File: src/rtl/reg_file_pkg.sv
// ============================================================================
// Module  : reg_file_pkg
// Brief   : Shared FunSel encodings and select-width helper for reg_file_param.
// Revision: 1.0  initial release
// ============================================================================
`default_nettype none

package reg_file_pkg;

    typedef enum logic [2:0] {
        FS_DEC       = 3'b000,
        FS_INC       = 3'b001,
        FS_LOAD      = 3'b010,
        FS_CLR       = 3'b011,
        FS_LOADLO_ZX = 3'b100,
        FS_WRLO      = 3'b101,
        FS_WRHI      = 3'b110,
        FS_LOADLO_SX = 3'b111
    } fun_sel_e;

    // A single-entry bank still needs a one-bit select bus.
    function automatic int sel_width(input int n);
        return (n > 1) ? $clog2(n) : 1;
    endfunction

endpackage : reg_file_pkg

`default_nettype wire

File: src/rtl/reg_file_param_rf_cell.sv
// ============================================================================
// Module  : rf_cell
// Brief   : One WIDTH-bit register with sync reset, active-high enable and the
//           FunSel count/load/clear/half-word datapath.
// Revision: 1.0  initial release
// ============================================================================
`default_nettype none

module rf_cell
    import reg_file_pkg::*;
#(
    parameter int WIDTH = 16
) (
    input  logic             clk,
    input  logic             rst,
    input  logic             i_en,
    input  logic [2:0]       i_fun_sel,
    input  logic [WIDTH-1:0] i_data,
    output logic [WIDTH-1:0] o_q
);

    localparam int c_H = WIDTH / 2;

    logic [WIDTH-1:0] r_q;
    logic [WIDTH-1:0] w_next;

    always_comb begin
        w_next = r_q;
        if (i_en) begin
            case (i_fun_sel)
                FS_DEC:       w_next = r_q - WIDTH'(1);
                FS_INC:       w_next = r_q + WIDTH'(1);
                FS_LOAD:      w_next = i_data;
                FS_CLR:       w_next = '0;
                FS_LOADLO_ZX: w_next = {{c_H{1'b0}}, i_data[c_H-1:0]};
                FS_WRLO:      w_next = {r_q[WIDTH-1:c_H], i_data[c_H-1:0]};
                FS_WRHI:      w_next = {i_data[c_H-1:0], r_q[c_H-1:0]};
                FS_LOADLO_SX: w_next = {{c_H{i_data[c_H-1]}}, i_data[c_H-1:0]};
                default:      w_next = r_q;
            endcase
        end
    end

    always_ff @(posedge clk) begin
        if (rst) r_q <= '0;
        else     r_q <= w_next;
    end

    assign o_q = r_q;

endmodule : rf_cell

`default_nettype wire

File: src/rtl/reg_file_param.sv
// ============================================================================
// Module  : reg_file_param
// Brief   : Parametrised R/S register file with multi-port reads and zero flags.
//           Define REG_FILE_OUT_REG_EN to register Out/OutZ (1-cycle reads).
// Revision: 1.0  initial release
// ============================================================================
`default_nettype none

module reg_file_param
    import reg_file_pkg::*;
#(
    parameter  int WIDTH   = 16,
    parameter  int NUM_GP  = 4,
    parameter  int NUM_SCR = 4,
    parameter  int NUM_RD  = 2,
    localparam int SELW    = sel_width(NUM_GP + NUM_SCR)
) (
    input  logic                     clk,
    input  logic                     rst,
    input  logic [WIDTH-1:0]         i_data,
    input  logic [2:0]               i_fun_sel,
    input  logic [NUM_GP-1:0]        i_reg_sel,
    input  logic [NUM_SCR-1:0]       i_scr_sel,
    input  logic [NUM_RD*SELW-1:0]   i_out_sel,
    output logic [NUM_RD*WIDTH-1:0]  o_out,
    output logic [NUM_RD-1:0]        o_out_z
);

    localparam int c_NREG = NUM_GP + NUM_SCR;

    logic [c_NREG-1:0]       w_en;
    logic [WIDTH-1:0]        w_q [c_NREG];
    logic [NUM_RD*WIDTH-1:0] w_rd_data;
    logic [NUM_RD-1:0]       w_rd_z;

    // Select buses are MSB-first: the top bit addresses R1 / S1.
    for (genvar k = 0; k < NUM_GP; k++) begin : g_gp_en
        assign w_en[k] = ~i_reg_sel[NUM_GP-1-k];
    end

    for (genvar k = 0; k < NUM_SCR; k++) begin : g_scr_en
        assign w_en[NUM_GP+k] = ~i_scr_sel[NUM_SCR-1-k];
    end

    for (genvar k = 0; k < c_NREG; k++) begin : g_cell
        rf_cell #(
            .WIDTH     (WIDTH)
        ) u_cell (
            .clk       (clk),
            .rst       (rst),
            .i_en      (w_en[k]),
            .i_fun_sel (i_fun_sel),
            .i_data    (i_data),
            .o_q       (w_q[k])
        );
    end

    for (genvar p = 0; p < NUM_RD; p++) begin : g_rd
        logic [SELW-1:0]  w_sel;
        logic [WIDTH-1:0] w_val;

        assign w_sel = i_out_sel[p*SELW +: SELW];

        // Unmatched (out-of-range) indices fall through to zero.
        always_comb begin
            w_val = '0;
            for (int k = 0; k < c_NREG; k++) begin
                if (w_sel == SELW'(k)) w_val = w_q[k];
            end
        end

        assign w_rd_data[p*WIDTH +: WIDTH] = w_val;
        assign w_rd_z[p]                   = (w_val == '0);
    end

`ifdef REG_FILE_OUT_REG_EN
    logic [NUM_RD*WIDTH-1:0] r_out;
    logic [NUM_RD-1:0]       r_out_z;

    // Flags reset to ones so they stay consistent with the cleared data.
    always_ff @(posedge clk) begin
        if (rst) begin
            r_out   <= '0;
            r_out_z <= '1;
        end else begin
            r_out   <= w_rd_data;
            r_out_z <= w_rd_z;
        end
    end

    assign o_out   = r_out;
    assign o_out_z = r_out_z;
`else
    assign o_out   = w_rd_data;
    assign o_out_z = w_rd_z;
`endif

endmodule : reg_file_param

`default_nettype wire

File: config.mk
export PLATFORM = sky130hd
export DESIGN_NAME = reg_file_param
export DESIGN_NICKNAME = d
export VERILOG_FILES = /design/src/rtl/reg_file_pkg.sv /design/src/rtl/reg_file_param_rf_cell.sv /design/src/rtl/reg_file_param.sv
export SDC_FILE = /design/constraint.sdc
export NUM_CORES = 1
export LEC_CHECK = 0
export ABC_AREA = 1
export BUFFER_PORTS_ARGS = -buffer_cell sky130_fd_sc_hd__buf_2
export CAP_MARGIN = 30
export CORE_MARGIN = 4
export CORE_UTILIZATION = 35
export CTS_CLUSTER_DIAMETER = 200
export DETAILED_ROUTE_END_ITERATION = 8
export RECOVER_POWER = 25
export SYNTH_ARGS = -nofsm -noshare
export SYNTH_HDL_FRONTEND = slang
export SYNTH_SLANG_ARGS = --single-unit
File: constraint.sdc
create_clock -name clk -period 10.4 [get_ports clk]
set_input_delay 3.12 -clock clk [delete_from_list [all_inputs] [get_ports clk]]
set_output_delay 3.12 -clock clk [all_outputs]
set_load 0.01 [all_outputs]
==> metrics <==
post-CTS setup repair buffer count=0; Synth Warn #=0; Setup crit end kind=output pin; Max Slew Vio Count=48; leak pwr=6.905 nW; hold path cells=2; RSZ-0062 raised after global routing=false; total power=2.024 mW; vias in the first global route=14.10k; Layout area overhead=9.784%; r2r endpoint=g_cell[3].u_cell.o_q[14]; Peak VDD IR=0.00008966 V; Final Skew=0.009177 ns; clock sink total=128; Global Route Usage Sum=25.09%; Finished Cell Area=0.01462 mm^2; # fillers=4139; # hold bufs at CTS=0; R2R Setup Slk=8.09 ns; layout cells sized above 1=6.261%; drt drc=0; Congestion Overflow GR=0; routability cong.=0.9552; sequential share of power=29.9%; HPWL after DPL=40.02 mm; number of max-cap violations=1; H-tree levels=4; post-layout min period=8.735 ns; Clk pin slew, worst setup/hold paths=0.06 ns; antenna violations before repair=2; Fin Setup TNS=0 ns; NumNets Final=2363; first-pass GRT wire length=81.39 mm; CTS tree=done; CTS buffer count=17; Internal=1.151 mW; Worst Hold Endpoint=g_cell[3].u_cell.o_q[1]; Yosys top cell area share=19.25%; PortBufs=68; Netlist Area Pre-Place=0.01331 mm^2; Worst EP required=7.28 ns; Root Driver=clkbuf_16; WS Path Type=primary input to output pin; number of synthesized register bits=128; switching part of the total power=43.11%; final setup vio count=0; Synth Net Count=2336; Worst-Margin Slew=2.099 ns; DIE WIDTH=203.0 um; largest net degree at the start of global routing=80; cell taking the most area after synthesis=dfxtp_1; Core ar.=0.03758 mm^2; io pins=69; crit start category=primary input; clock buffer depth=2; NetSw=0.8726 mW; Skew-Pair Late Insertion Delay=0.45 ns; chip height=203.0 um; CTS resizes=0; placed inst area=0.01407 mm^2; synth top area cells=dfxtp_1, nand2_1, ha_1, nand3_1, a21oi_1; Fmax=114.5 MHz; Multi-input gate area=0.009632 mm^2; sequential area share after synthesis=19.25%; WL/cell=19.80 um; worst-path fanout max=50; cells on worst reg2reg path=10; max FFs per register=128; Worst R2R Start=g_cell[3].u_cell.o_q[0]; Mapped Cells=2181; detailed-route via count=15.72k; Post-DRT Antenna Nets=0; Tcrit/Tclk final=83.99%; First-pass DRT Iterations=6; full die area=0.04122 mm^2; Clock power frac=27.9%; row count=71; initial core utilization=35.43%; Unique masters post-synth=41; failing checks=capacitance limit, slew limit; Initial DRC Count=1798; crit path DAT=5.62 ns; Register Area=0.002562 mm^2; Min-Delay Path Class=register to register; HP Start=g_cell[3].u_cell.o_q[1]; via density per instance=5.752; Hold Vio Cnt, Final=0; outcome=finished with violations; syn avg cell area=6.104 um^2; Worst slew margin=-40.27%; WL final=54.11 mm; pwr/cell area=138.5 mW/mm^2; Comb power frac=42.2%
## kinds of logic after synthesis
family	synth area share, %
AO/OA/AOI/OAI	22.79
XOR/XNOR	2.500
flip-flops	19.25
adder cells (fa/ha/maj)	11.73
buffers and inverters	8.496
AND/OR/NAND/NOR	35.24
## critical path, stage by stage
cell and delay, ns:
buf_2 0.13, inv_2 0.61, nand3_1 0.67, o21ai_0 0.39, inv_1 0.06, nand2_1 0.07
nand2_1 0.05, nand3_1 0.06, nand2_1 0.07, nand2_1 0.06, nor2_1 0.03, nand2_1 0.06
nor2_1 0.07, buf_2 0.14
## through the flow
step / worst slack [ns] / std cells / hold slack (ns) / util [%]
floorplan: 2.948 / 2181 / 0.4951 / -
global placement: 1.782 / 2696 / 0.5245 / 37.36
detailed placement: 1.767 / 2699 / 0.5321 / 37.45
CTS: 1.762 / 2730 / 0.5466 / 38.85
global route: 1.474 / 2733 / 0.5706 / 38.89
finish: 1.665 / 2733 / 0.5488 / 38.89
## cell usage after synthesis, drive strengths merged
cell type,count
nand3b,6
a221o,6
or2,12
a21oi,226
clkbuf,39
o211ai,41
o21ai,190
and2,6
fa,8
dfxtp,128
nand2,447
inv,215
ha,112
nand4,92
xor2,31
o31ai,3
nor3b,1
a21o,8
nor3,22
nor2,240
a31oi,49
nand3,236
buf,30
a221oi,1
o21bai,17
a21boi,3
xnor2,7
o21a,4
clkinv,1
## cells in the final DEF, fill, tap and decap left out, drive strengths merged
| cell | instances |
|---|---|
| a21boi | 3 |
| o21a | 4 |
| a21o | 8 |
| xnor2 | 7 |
| o21ai | 190 |
| nor3 | 22 |
| nand3 | 236 |
| a221o | 6 |
| clkbuf | 24 |
| o211ai | 41 |
| a31oi | 49 |
| buf | 77 |
| nand4 | 92 |
| o21bai | 17 |
| fa | 8 |
| and2 | 6 |
| nand2 | 447 |
| ha | 112 |
| clkinvlp | 1 |
| dfxtp | 128 |
| a221oi | 1 |
| inv | 215 |
| nor3b | 1 |
| xor2 | 31 |
| diode | 2 |
| nand3b | 6 |
| nor2 | 240 |
| bufinv | 1 |
| a21oi | 226 |
| clkinv | 6 |
| o31ai | 3 |
| or2 | 12 |
## routing by layer
metal,part of all wire [%],vias up,track usage (%),wire length [um]
met2,45,717,40.74,24200
met3,8.3,123,4.041,4492
met1,43,7236,33.25,23110
met4,4.3,0,10.36,2306
li1,-,7643,-,-
met5,0,-,0,0
## power by group through the flow
| stage | logic (mW) | registers (mW) | clock network (mW) |
|---|---|---|---|
| detailed placement | 0.836 | 0.611 | 0 |
| finish | 0.855 | 0.604 | 0.565 |
| CTS | 0.840 | 0.601 | 0.569 |
| floorplan | 0.627 | 0.576 | 0 |
| global placement | 0.825 | 0.611 | 0 |
| global route | 0.959 | 0.607 | 0.587 |
## area by class of cell
cell class / instances / share of cell area, %
diodes: 2 / 0.03424
clock buffers: 24 / 3.159
clock inverters: 7 / 0.4280
inverters: 216 / 5.565
multi-input cells: 1768 / 65.90
flip-flops and latches: 128 / 17.53
well taps: 511 / 4.375
repair buffers: 77 / 3.005
## worst max-delay path by stage
| stage | from | cells past startpoint | endpoint | slack (ns) |
|---|---|---|---|---|
| global route | i_out_sel[2] | 14 | o_out_z[0] | 1.47 |
| detailed placement | i_out_sel[2] | 14 | o_out_z[0] | 1.77 |
| global placement | i_out_sel[4] | 11 | o_out_z[1] | 1.78 |
| floorplan | i_out_sel[3] | 10 | o_out_z[1] | 2.95 |
| CTS | i_out_sel[2] | 14 | o_out_z[0] | 1.76 |
| finish | i_out_sel[2] | 14 | o_out_z[0] | 1.66 |
No activity file was read; power rests on OpenSTA's default activity.
